## src/rtl/alu_mul_sequencer_pkg.sv

```systemverilog
// Shared ALU encodings, flag bit positions and multiply-sequencer state codes.
package alu_mul_sequencer_pkg;

  localparam logic [1:0] ALU_ADD = 2'b00;
  localparam logic [1:0] ALU_SUB = 2'b01;
  localparam logic [1:0] ALU_AND = 2'b10;
  localparam logic [1:0] ALU_OR  = 2'b11;

  localparam int unsigned FLAG_V = 0;
  localparam int unsigned FLAG_C = 1;
  localparam int unsigned FLAG_Z = 2;
  localparam int unsigned FLAG_N = 3;

  localparam logic [1:0] ST_IDLE = 2'd0;
  localparam logic [1:0] ST_RUN  = 2'd1;
  localparam logic [1:0] ST_DONE = 2'd2;

endpackage

```

## src/rtl/alu_mul_sequencer.sv

```systemverilog
// Shift-and-add 32x32->64 unsigned multiplier that borrows the shared ALU while running
// and hands it back to the core datapath when idle.
module alu_mul_sequencer
  import alu_mul_sequencer_pkg::*;
#(
  parameter int unsigned WIDTH = 32,
  parameter int unsigned CNT_W = 6
) (
  input  logic             i_clk,
  input  logic             i_reset,
  input  logic [WIDTH-1:0] i_core_a,
  input  logic [WIDTH-1:0] i_core_b,
  input  logic [1:0]       i_core_ctrl,
  input  logic             i_start,
  input  logic             i_flush,
  input  logic [WIDTH-1:0] i_op_a,
  input  logic [WIDTH-1:0] i_op_b,
  output logic [WIDTH-1:0] o_alu_a,
  output logic [WIDTH-1:0] o_alu_b,
  output logic [1:0]       o_alu_ctrl,
  input  logic [WIDTH-1:0] i_alu_result,
  input  logic [3:0]       i_alu_flags,
  output logic             o_ready,
  output logic             o_stall,
  output logic             o_done,
  output logic [WIDTH-1:0] o_prod_hi,
  output logic [WIDTH-1:0] o_prod_lo
);

  logic [1:0]       r_state, w_state_nxt;
  logic [CNT_W-1:0] r_cnt, w_cnt_nxt;
  logic [WIDTH-1:0] r_p_hi, w_p_hi_nxt;
  logic [WIDTH-1:0] r_p_lo, w_p_lo_nxt;
  logic [WIDTH-1:0] r_mcand, w_mcand_nxt;
  logic [WIDTH-1:0] r_prod_hi, w_prod_hi_nxt;
  logic [WIDTH-1:0] r_prod_lo, w_prod_lo_nxt;

  logic [WIDTH-1:0] w_step_hi;
  logic [WIDTH-1:0] w_step_lo;
  logic             w_unused_flags;

  // Only the add carry matters; the remaining flags are don't-care here.
  assign w_unused_flags = ^{i_alu_flags[FLAG_V], i_alu_flags[FLAG_Z], i_alu_flags[FLAG_N]};

  // {carry, sum, P_lo} shifted right by one.
  assign w_step_hi = {i_alu_flags[FLAG_C], i_alu_result[WIDTH-1:1]};
  assign w_step_lo = {i_alu_result[0], r_p_lo[WIDTH-1:1]};

  assign o_ready   = (r_state == ST_IDLE);
  assign o_stall   = (r_state != ST_IDLE);
  assign o_done    = (r_state == ST_DONE);
  assign o_prod_hi = r_prod_hi;
  assign o_prod_lo = r_prod_lo;

  always_comb begin
    o_alu_a    = i_core_a;
    o_alu_b    = i_core_b;
    o_alu_ctrl = i_core_ctrl;
    if (r_state == ST_RUN) begin
      o_alu_a    = r_p_hi;
      o_alu_b    = r_p_lo[0] ? r_mcand : '0;
      o_alu_ctrl = ALU_ADD;
    end
  end

  always_comb begin
    w_state_nxt   = r_state;
    w_cnt_nxt     = r_cnt;
    w_p_hi_nxt    = r_p_hi;
    w_p_lo_nxt    = r_p_lo;
    w_mcand_nxt   = r_mcand;
    w_prod_hi_nxt = r_prod_hi;
    w_prod_lo_nxt = r_prod_lo;
    case (r_state)
      ST_IDLE: begin
        if (i_start) begin
          w_state_nxt = ST_RUN;
          w_mcand_nxt = i_op_a;
          w_p_hi_nxt  = '0;
          w_p_lo_nxt  = i_op_b;
          w_cnt_nxt   = '0;
        end
      end
      ST_RUN: begin
        w_p_hi_nxt = w_step_hi;
        w_p_lo_nxt = w_step_lo;
        w_cnt_nxt  = r_cnt + 1'b1;
        if (i_flush) begin
          w_state_nxt = ST_IDLE;
        end else if (r_cnt == CNT_W'(WIDTH - 1)) begin
          w_state_nxt   = ST_DONE;
          w_prod_hi_nxt = w_step_hi;
          w_prod_lo_nxt = w_step_lo;
        end
      end
      ST_DONE: w_state_nxt = ST_IDLE;
      default: w_state_nxt = ST_IDLE;
    endcase
  end

  always_ff @(posedge i_clk or negedge i_reset) begin
    if (!i_reset) begin
      r_state   <= ST_IDLE;
      r_cnt     <= '0;
      r_p_hi    <= '0;
      r_p_lo    <= '0;
      r_mcand   <= '0;
      r_prod_hi <= '0;
      r_prod_lo <= '0;
    end else begin
      r_state   <= w_state_nxt;
      r_cnt     <= w_cnt_nxt;
      r_p_hi    <= w_p_hi_nxt;
      r_p_lo    <= w_p_lo_nxt;
      r_mcand   <= w_mcand_nxt;
      r_prod_hi <= w_prod_hi_nxt;
      r_prod_lo <= w_prod_lo_nxt;
    end
  end

endmodule
```

## config.mk

```make
export PLATFORM = sky130hd
export DESIGN_NAME = alu_mul_sequencer
export DESIGN_NICKNAME = d
export VERILOG_FILES = /design/src/rtl/alu_mul_sequencer_pkg.sv /design/src/rtl/alu_mul_sequencer.sv
export SDC_FILE = /design/constraint.sdc
export NUM_CORES = 1
export LEC_CHECK = 0
export CORE_ASPECT_RATIO = 1.4
export CORE_MARGIN = 2
export CORE_UTILIZATION = 44
export CTS_CLUSTER_DIAMETER = 50
export DETAILED_ROUTE_END_ITERATION = 7
export GPL_TIMING_DRIVEN = 0
export HOLD_SLACK_MARGIN = 0.03
export PLACE_DENSITY_LB_ADDON = 0.2
export REMOVE_ABC_BUFFERS = 1
export SLEW_MARGIN = 0
export SYNTH_ARGS = -nofsm -noshare
export SYNTH_HDL_FRONTEND = slang
export SYNTH_SLANG_ARGS = --single-unit
export TNS_END_PERCENT = 30
```

## constraint.sdc

```tcl
create_clock -name i_clk -period 2.2 [get_ports i_clk]
set_input_delay 0.44 -clock i_clk [delete_from_list [all_inputs] [get_ports i_clk]]
set_output_delay 0.44 -clock i_clk [all_outputs]
set_load 0.01 [all_outputs]
```

# Word-level counts from Yosys, hierarchy flattened
# Index checks and enable logic that the tools add are counted.
dict set report word_totals {
  reg_bits 168
  latch_bits 0
  ramBits 0
  rom_bits 0
  inputBits 170
  output_inout_bits 133
  word_cells 35
  mem_count 0
}
dict set report classes {
  addsub 1
  n_mul 0
  div 0
  magnitude_cmp 0
  n_eq_ne 5
  n_shift 0
  n_mux 14
  n_bitwise 1
  reduce_logical 7
}
# op count
set op_table {}
lappend op_table {{$mux W32} 5}
lappend op_table {{$pmux W32 S2} 2}
lappend op_table {{$pmux W6 S2} 1}
lappend op_table {{$mux W2} 4}
lappend op_table {{$add A6 B1 Y6 const B} 1}
lappend op_table {{$eq A6 B5 Y1 const B} 1}
lappend op_table {{$mux W6} 1}
lappend op_table {{$reduce_and A2 Y1} 3}
lappend op_table {{$pmux W2 S2} 1}
lappend op_table {{$reduce_bool A2 Y1} 2}
lappend op_table {{$ne A3 B2 Y1 const B} 1}
lappend op_table {{$reduce_and A3 Y1} 1}
lappend op_table {{$eq A2 B1 Y1 const B} 1}
lappend op_table {{$eq A2 B2 Y1 const B} 1}
lappend op_table {{$logic_not A2 Y1} 1}
lappend op_table {{$ne A2 B2 Y1 const B} 1}
lappend op_table {{$not A1 Y1} 1}

# Logic depth before layout (Yosys ltp)
# Gate-level depths: netlist of run 1.
dict set report logic_depth {
  depth_word 4
  depth_mapped 7
  mapped_depth_nobuf 4
}

# Least setup slack after synthesis of run 1
# No wires, ideal clock.
dict set report synth_timing {
  path_type {register to output}
  from {register r_state[1]}
  to {output port o_alu_a[10]}
  arrival_ns 1.577
  t_required_ns 1.760
  slack_ns 0.183
  stages_incl_launch_ff 8
  path_buffers 4
  cell_sequence {dfrtp_1 clkbuf_1 nor2b_1 clkbuf_1 clkbuf_1 buf_1 nand2_1 nand2_1}
}
dict set report synth_via {
  elab_chain_cells 2
}
# item line
set synth_lines {}
lappend synth_lines {{start, declared} alu_mul_sequencer.sv:30} ;# logic [1:0] r_state, w_state_nxt;
lappend synth_lines {{start signal, assigned} alu_mul_sequencer.sv:111} ;# r_state <= w_state_nxt;
lappend synth_lines {{$eq A2 B1 Y1} alu_mul_sequencer.sv:59} ;# if (r_state == ST_RUN) begin
lappend synth_lines {{$mux W32} alu_mul_sequencer.sv:59}
lappend synth_lines {{end, declared} alu_mul_sequencer.sv:18} ;# output logic [WIDTH-1:0] o_alu_a,
# No other way between the ends.

# Final worst setup path of run 1
dict set report layout_timing {
  from {register r_state[1]}
  to {output port o_alu_b[4]}
}
dict set report layout_via {
  elab_chain_cells 2
}
# item line
set layout_lines {}
lappend layout_lines {{$eq A2 B1 Y1} alu_mul_sequencer.sv:59}
lappend layout_lines {{$mux W32} alu_mul_sequencer.sv:59}
lappend layout_lines {{end, declared} alu_mul_sequencer.sv:19} ;# output logic [WIDTH-1:0] o_alu_b,
# No other way between the ends.

==> impl_metrics.csv, run 1 <==
group,metric,value,unit
logic_synthesis,dominant_combinational_cell_family_by_area_after_synthesis,"multiplexers",
critical_path,worstSetupStartpointType,"flip-flop",
place,buffer_ports.inserted,299,
routing,via_count,6749,
timing,period_needed,2.28,ns
clocking,cts_tree,"yes",
die,fp-row-count,57,
place,cell_count_after_placement,1231,
timing,layout_worst_path_cycle_share,104,%
clocking,clk_pin_slew,0.07,ns
critical_path,crit_path_max_fanout,11,
clocking,clock_latency,0.43,ns
logic_synthesis,yosys_warnings,0,
layout,layout_commonest_cell,"sky130_fd_sc_hd__nand2_1",
clocking,clk_root_buf,"sky130_fd_sc_hd__clkbuf_16",
grt,grt_first_pass_wirelength,39.3,mm
die,floorplan.initialDensity,44.5,%
critical_path,worstPathArrival,1.84,ns
clocking,h-tree-depth,4,
die,top_level_ports,303,
place,dp_hpwl,14.7,mm
critical_path,slowest_library_cell_on_the_worst_path,"sky130_fd_sc_hd__dfrtp_4",
logic_synthesis,syn-mean-instance-area,10.3,um^2
clocking,cts.sink_count,168,
timing,final_critical_path_setup_slack,-0.0842,ns
routing,initialDrtViolationCount,318,
clocking,cts_made_buffers,17,
critical_path,setup.worst_path.class,"reg -> out",
timing,slew_headroom,41.2,%
layout,num_antenna_cells,0,
routing,routed_wire_length_per_instance,19.6,um
logic_synthesis,yosys.area_share.xor_xnor,0.115,%
logic_synthesis,synth-seq-area-share,55.0,%
logic_synthesis,postSynthCellCount,742,
routing,postRouteWirelength,25.6,mm
timing,setup_viol,31,
timing,timing_hold_violations_final,0,
place,gp_congestion,0.772,
critical_path,path_cells,"nor2b_4, buf_6, buf_12, nand3_1, nand2_1, clkdlybuf4s15_2",
pwr,worst_vdd_rail_ir_drop,0.472,mV
die,fp.dieW,115,um
routing,routed_via_density,5.17,
timing,final.setup_skew,0.0133,ns
layout,num-nets-final,1227,
critical_path,required_time_at_the_worst_slack_endpoint,1.76,ns
logic_synthesis,postSynthRegisterBits,168,
min_path,timing.hold.worst.class,"reg -> reg",
logic_synthesis,synth_simple_gate_area_share,16.5,%
routing,drcViolationCount,0,
place,placed_area,10900,um^2
pwr,power_density,785,nW/um^2
grt,first_global_vias,6934,
timing,maximum_operating_frequency,0.438,GHz
die,core_region_area,17200,um^2
timing,measured_slew_at_the_worst_slew_check_pin,0.880,ns
layout,final_layout_size_suffix_gt1_share,26.5,%
layout,syn_to_final_growth,57.6,%
logic_synthesis,asyncSetResetFlopFracSynth,100,%
logic_synthesis,synth.distinct_cells,29,
grt,globalRoute.totalOverflow,0,
clocking,cts_max_path_buffers,2,
grt,antenna_found_initial,1,
die,floorplan.die_area,18500,um^2
logic_synthesis,synth-compound-area-share,7.86,%
layout,layout.cells.non_filler,1305,
critical_path,end_kind,"primary output",
grt,global_route.usage.total,28.1,%
layout,nFillCells,1305,
logic_synthesis,ys.flop_type,"sky130_fd_sc_hd__dfrtp_1",
timing,grt_setup_unrepaired,"yes",
timing,finalMaxSlewViolations,0,
pwr,power_leakage,5.73,nW
layout,utilization,70.1,%
run,max_cap_violations,0,
layout,layout.cells.most_common_list,"sky130_fd_sc_hd__nand2_1, sky130_fd_sc_hd__clkdlybuf4s50_1, sky130_fd_sc_hd__dfrtp_1",
logic_synthesis,synth.cell_area,7640,um^2
routing,dr.pass1.iters,4,
logic_synthesis,synth_enable_flop_cells,0,
layout,post-route-cell-area,12000,um^2
critical_path,crit_path_max_delay_family,"flip-flops",
critical_path,cpPeakStageDelay,0.51,ns
logic_synthesis,mux_cell_area_share_after_synthesis,16.8,%
logic_synthesis,post_synth_fa_ha_maj_area_fraction,0.164,%
status,failing_checks,"setup timing",
die,chipHeight,160,um
status,run_status,"finished with violations",
grt,pin_count_of_the_biggest_net_entering_global_routing,102,
routing,ant_nets,0,
critical_path,path_buf_inv,3,
timing,setup_tns,-1.01,ns
[through the flow]
stage          worst slack (ns)  hold WS [ns]  power [mW]
2_1_floorplan             -3.03         0.144        4.86
3_3_place_gp              -6.69         0.488        6.06
3_5_place_dp              -1.49         0.429        6.12
4_1_cts                  -0.148         0.508        9.47
5_1_grt                  -0.166         0.514        9.92
6_report                -0.0842         0.506        9.46
[kinds of logic (layout without fill, tap and decap cells)]
group,after synthesis,count (layout)
AND/OR/NAND/NOR,314,318
flip-flops,168,168
AO/OA/AOI/OAI,102,102
multiplexers,98,98
buffers and inverters,58,381
adder cells (fa/ha/maj),1,1
XOR/XNOR,1,1
[layer usage]
metal	GRT usage, %	vias up	share of wire (%)
met5	0	-	0.051
met4	10.6	2	2.7
met3	8.46	43	7.6
met2	46.8	268	50
met1	33.9	3305	39
li1	-	3131	-
[power by group]
part	internal, mW	total (mW)	switching, mW
combinational	1.33	2.49	1.16
clock	1.74	3.06	1.33
sequential	3.54	3.91	0.370
total	6.61	9.46	2.85
[what timing repair did]
action / 4_1_cts / 5_1_grt
setup buffers: 19 / 8
cloned: 14 / 0
gates resized for setup: 303 / 31
pin swaps: 28 / 19
hold endpoints to repair: 67 / 0
setup endpoints to repair: 202 / 144
hold buffers: 1 / 0
[sequential cells by signal, indices dropped and copies added (netlist names)]
| register | cells |
|---|---|
| o_prod_hi | 32 |
| r_p_hi | 32 |
| r_p_lo | 32 |
| r_state | 2 |
| o_prod_lo | 32 |
| r_cnt | 6 |
| r_mcand | 32 |
[synth_stat cells, types with 2 or more instances]
library cell,count,area share [%]
sky130_fd_sc_hd__clkbuf_1,37,1.8
sky130_fd_sc_hd__inv_1,2,0.098
sky130_fd_sc_hd__mux2i_1,2,0.26
sky130_fd_sc_hd__nand2b_1,3,0.25
sky130_fd_sc_hd__o21ai_0,66,4.3
sky130_fd_sc_hd__nand2_1,263,13
sky130_fd_sc_hd__mux2_4,49,9.6
sky130_fd_sc_hd__mux2_2,47,6.9
sky130_fd_sc_hd__nand3_1,36,2.4
sky130_fd_sc_hd__buf_2,4,0.26
sky130_fd_sc_hd__a22oi_1,32,3.1
sky130_fd_sc_hd__buf_6,6,0.88
sky130_fd_sc_hd__dfrtp_1,168,55
sky130_fd_sc_hd__nor2b_1,3,0.25
sky130_fd_sc_hd__and2_1,2,0.16
sky130_fd_sc_hd__buf_1,9,0.44
[final cells by class]
type	count	area (um^2)	share of cell area, %
flip-flops and latches	168	4210	35.0
repair buffers	347	3570	29.6
multi-input cells	520	3360	27.9
clock buffers	18	439	3.65
well taps	236	295	2.45
clock inverters	14	161	1.34
inverters	2	7.51	0.0623
[final timing paths]
kind	to	cells past startpoint	startpoint	slack [ns]
max in group asynchronous	r_p_lo[0]$_DFFE_PN0P_	3	i_reset	0.70
worst max-delay path	o_alu_b[4]	6	r_state[1]$_DFFE_PN0P_	-0.08
worst max register to register	o_prod_hi[13]$_DFFE_PN0P_	5	r_state[1]$_DFFE_PN0P_	0.01
min in group asynchronous	r_mcand[12]$_DFFE_PN0P_	2	i_reset	0.56
worst min-delay path	o_prod_lo[2]$_DFFE_PN0P_	1	o_prod_lo[2]$_DFFE_PN0P_	0.51
worst min register to register	o_prod_lo[2]$_DFFE_PN0P_	1	o_prod_lo[2]$_DFFE_PN0P_	0.51
[worst reg2reg max path: cells and delay by family (launching register included)]
family	cells	cell delay (ns)
mux	1	0.35
buf+inv	2	0.31
simple gates	2	0.90
flops	1	0.51
No activity file was read; power rests on OpenSTA's default activity.
==> inputs of run 2 (changes only) <==
--- a/config.mk
+++ b/config.mk
@@ -5,6 +5,7 @@
 export SDC_FILE = /design/constraint.sdc
 export NUM_CORES = 1
 export LEC_CHECK = 0
+export ABC_AREA = 1
 export CORE_ASPECT_RATIO = 1.4
 export CORE_MARGIN = 2
 export CORE_UTILIZATION = 44
==> run 2 against run 1 <==
Maximum frequency up 2.3%; critical path depth up 3; global-route usage about the same; the run still ends with setup timing left; sequential share of layout area down 0.060 points; utilization down 0.52 points; cell count up 23%; flip-flop and latch count unchanged.
==> impl_metrics.csv, run 2 <==
group,metric,value,unit
timing,setup_viol,7,
clocking,clk_root_buf,"sky130_fd_sc_hd__clkbuf_16",
critical_path,r2r_end,"o_prod_hi[18]$_DFFE_PN0P_",
timing,final.setup_skew,0.0148,ns
die,chipHeight,161,um
pwr,power_density,757,nW/um^2
run,max_cap_violations,0,
place,dp_hpwl,14.6,mm
timing,measured_slew_at_the_worst_slew_check_pin,0.961,ns
timing,timing.hold.ws,0.472,ns
routing,via_count,7902,
timing,timing_hold_violations_final,0,
logic_synthesis,syn-mean-instance-area,7.40,um^2
pwr,power_leakage,6.30,nW
logic_synthesis,synth_top_cell_area_share,54.0,%
pwr,switching_share_of_power,31.7,%
logic_synthesis,postSynthCellCount,1052,
timing,period_needed,2.23,ns
routing,dr.pass1.iters,7,
critical_path,worstSetupStartpointType,"flip-flop",
pwr,sequential_cell_fraction_of_total_power,41.4,%
critical_path,crit_path_max_fanout,5,
critical_path,end_kind,"primary output",
grt,antenna_found_initial,0,
logic_synthesis,synth.distinct_cells,18,
critical_path,required_time_at_the_worst_slack_endpoint,1.76,ns
logic_synthesis,yosys_warnings,0,
timing,final_critical_path_setup_slack,-0.0323,ns
die,fp.dieW,116,um
layout,syn_to_final_growth,54.8,%
clocking,cts_made_buffers,17,
grt,pin_count_of_the_biggest_net_entering_global_routing,101,
layout,utilization,69.6,%
status,run_status,"finished with violations",
clocking,clk_pin_slew,0.07,ns
grt,global_route.usage.total,28.1,%
critical_path,setup.worst_path.class,"reg -> out",
die,floorplan.die_area,18800,um^2
logic_synthesis,synth.cell_area,7790,um^2
critical_path,setup.worst_path.start,"r_state[1]$_DFFE_PN0P_",
die,core_region_area,17300,um^2
timing,slew_headroom,35.9,%
clocking,cts_tree,"yes",
logic_synthesis,ys.flop_type,"sky130_fd_sc_hd__dfrtp_1",
routing,initialDrtViolationCount,554,
critical_path,worstPathArrival,1.79,ns
critical_path,timing.critical_path.to,"o_alu_b[3]",
place,buffer_ports.inserted,299,
routing,routed_wire_length_per_instance,16.4,um
die,top_level_ports,303,
pwr,power.internal,6.23,mW
routing,postRouteWirelength,26.3,mm
routing,drcViolationCount,0,
clocking,cts.sink_count,168,
timing,grt_setup_unrepaired,"yes",
logic_synthesis,postSynthRegisterBits,168,
grt,globalRoute.totalOverflow,0,
logic_synthesis,post_synth_main_area_contributors,"sky130_fd_sc_hd__dfrtp_1, sky130_fd_sc_hd__nand2_1, sky130_fd_sc_hd__nand3_1, sky130_fd_sc_hd__o21ai_0, sky130_fd_sc_hd__buf_2",
critical_path,r2r_cells,11,
layout,num-nets-final,1528,
timing,maximum_operating_frequency,0.448,GHz
layout,num_antenna_cells,0,
timing,layout_worst_path_cycle_share,101,%
layout,layout.cells.most_common_list,"sky130_fd_sc_hd__nand2_1, sky130_fd_sc_hd__clkdlybuf4s50_1, sky130_fd_sc_hd__dfrtp_1",
layout,layout_commonest_cell,"sky130_fd_sc_hd__nand2_1",
logic_synthesis,yosys.cell_count.top_type,"sky130_fd_sc_hd__nand2_1",
pwr,p_sw,2.89,mW
logic_synthesis,asyncSetResetFlopFracSynth,100,%
logic_synthesis,synth-seq-area-share,54.0,%
place,gp_congestion,0.786,
critical_path,timing.reg2reg.setup_slack,0,ns
logic_synthesis,synth_enable_flop_cells,0,
routing,ant_nets,0,
grt,first_global_vias,7731,
timing,finalMaxSlewViolations,0,
min_path,timing.hold.worst.class,"reg -> reg",
layout,final_layout_size_suffix_gt1_share,13.1,%
pwr,p_comb_share,25.7,%
clocking,clock_latency,0.42,ns
grt,grt_first_pass_wirelength,40.7,mm
die,floorplan.initialDensity,44.9,%
clocking,cts_max_path_buffers,2,
status,failing_checks,"setup timing",
logic_synthesis,synth_top_area_cell,"sky130_fd_sc_hd__dfrtp_1",
pwr,clockPowerShare,32.9,%
critical_path,critical_path.reg2reg.startpoint,"r_state[1]$_DFFE_PN0P_",
pwr,worst_vdd_rail_ir_drop,0.516,mV
die,fp-row-count,57,
clocking,h-tree-depth,4,
logic_synthesis,post_synth_most_frequent_cells,"sky130_fd_sc_hd__nand2_1, sky130_fd_sc_hd__dfrtp_1, sky130_fd_sc_hd__nand3_1, sky130_fd_sc_hd__o21ai_0, sky130_fd_sc_hd__buf_2",
routing,routed_via_density,4.92,
run 2: changes by cell type after synthesis, moves of 6 or more:
cell,change
sky130_fd_sc_hd__nand3_1,+34
sky130_fd_sc_hd__inv_1,+6
sky130_fd_sc_hd__clkbuf_1,-14
sky130_fd_sc_hd__buf_1,-9
sky130_fd_sc_hd__mux2_4,-49
sky130_fd_sc_hd__buf_4,+7
sky130_fd_sc_hd__nand2_1,+424
sky130_fd_sc_hd__o21ai_0,-31
sky130_fd_sc_hd__mux2_2,-47
sky130_fd_sc_hd__buf_2,+27
sky130_fd_sc_hd__a22oi_1,-32
run 2: power by group through the flow:
stage / Combinational, mW / Clock [mW] / Sequential [mW]
after floorplan: 0.945 / 0 / 3.73
after global placement: 1.95 / 0 / 3.80
after detailed placement: 2.04 / 0 / 3.81
after CTS: 2.30 / 3.05 / 3.77
after global routing: 2.58 / 3.16 / 3.83
final: 2.34 / 3.00 / 3.78
run 2: cell families after synthesis:
group           synth area share [%]
compound gates                  2.43
xor+xnor                       0.112
fa+ha+maj                      0.161
buf+inv                         5.03
flops                           54.0
simple gates                    38.3
run 2: how the worst min path moves through the flow:
stage                                    startpoint                   endpoint  cells after the start
after global routing      o_prod_lo[11]$_DFFE_PN0P_  o_prod_lo[11]$_DFFE_PN0P_                      2
after floorplan                             i_reset   o_prod_hi[0]$_DFFE_PN0P_                      0
after detailed placement                    i_reset    r_mcand[11]$_DFFE_PN0P_                      1
after CTS                  o_prod_lo[6]$_DFFE_PN0P_   o_prod_lo[6]$_DFFE_PN0P_                      2
after global placement     o_prod_lo[6]$_DFFE_PN0P_   o_prod_lo[6]$_DFFE_PN0P_                      2
final                         r_p_hi[5]$_DFFE_PN0P_      r_p_hi[5]$_DFFE_PN0P_                      2
run 2: timing repair:
action	CTS	global route
pin swaps	5	3
cloned	13	1
resized for setup	274	67
setup buffers	22	10
hold endpoints to repair	68	0
hold buffers	1	0
setup endpoints to repair	205	84
run 2: worst max-delay path, cell delays in order, from the launching register on:
cell and delay [ns]:
sky130_fd_sc_hd__dfrtp_1 0.41, sky130_fd_sc_hd__clkinvlp_4 0.13, sky130_fd_sc_hd__nand2_8 0.07, sky130_fd_sc_hd__buf_16 0.16, sky130_fd_sc_hd__buf_16 0.13, sky130_fd_sc_hd__buf_12 0.12, sky130_fd_sc_hd__buf_8 0.12, sky130_fd_sc_hd__nand2_2 0.05
sky130_fd_sc_hd__o21ai_2 0.05, sky130_fd_sc_hd__buf_2 0.14
run 2: layout make-up:
type / instances / area [um^2]
flip-flops and latches: 168 / 4210
well taps: 236 / 295
clock buffers: 20 / 457
multi-input cells: 812 / 3380
repair inverters: 2 / 20.0
clock inverters: 12 / 133
repair buffers: 345 / 3500
inverters: 11 / 68.8
fillers: 1444 / 5270
run 2: per-layer routing:
layer  global-route usage, %  vias to the layer above  share of wire, %
met4                    9.36                        0               2.3
li1                        -                     3855                 -
met5                       0                        -                 0
met1                    33.7                     3682                39
met3                    6.34                       38               7.7
met2                    49.0                      327                51
run 2: stage by stage:
| step | cell area, um^2 | setup TNS, ns | worst slack (ns) | instances | power (mW) |
|---|---|---|---|---|---|
| final | 12100 | -0.118 | -0.0323 | 1606 | 9.12 |
| after global routing | 12100 | -3.08 | -0.0930 | 1606 | 9.57 |
| after CTS | 12000 | -0.495 | -0.120 | 1596 | 9.12 |
| after detailed placement | 11000 | -121.49 | -1.07 | 1530 | 5.85 |
| after global placement | 10700 | -1819.44 | -6.46 | 1521 | 5.75 |
| after floorplan | 7440 | -244.84 | -2.49 | 986 | 4.68 |
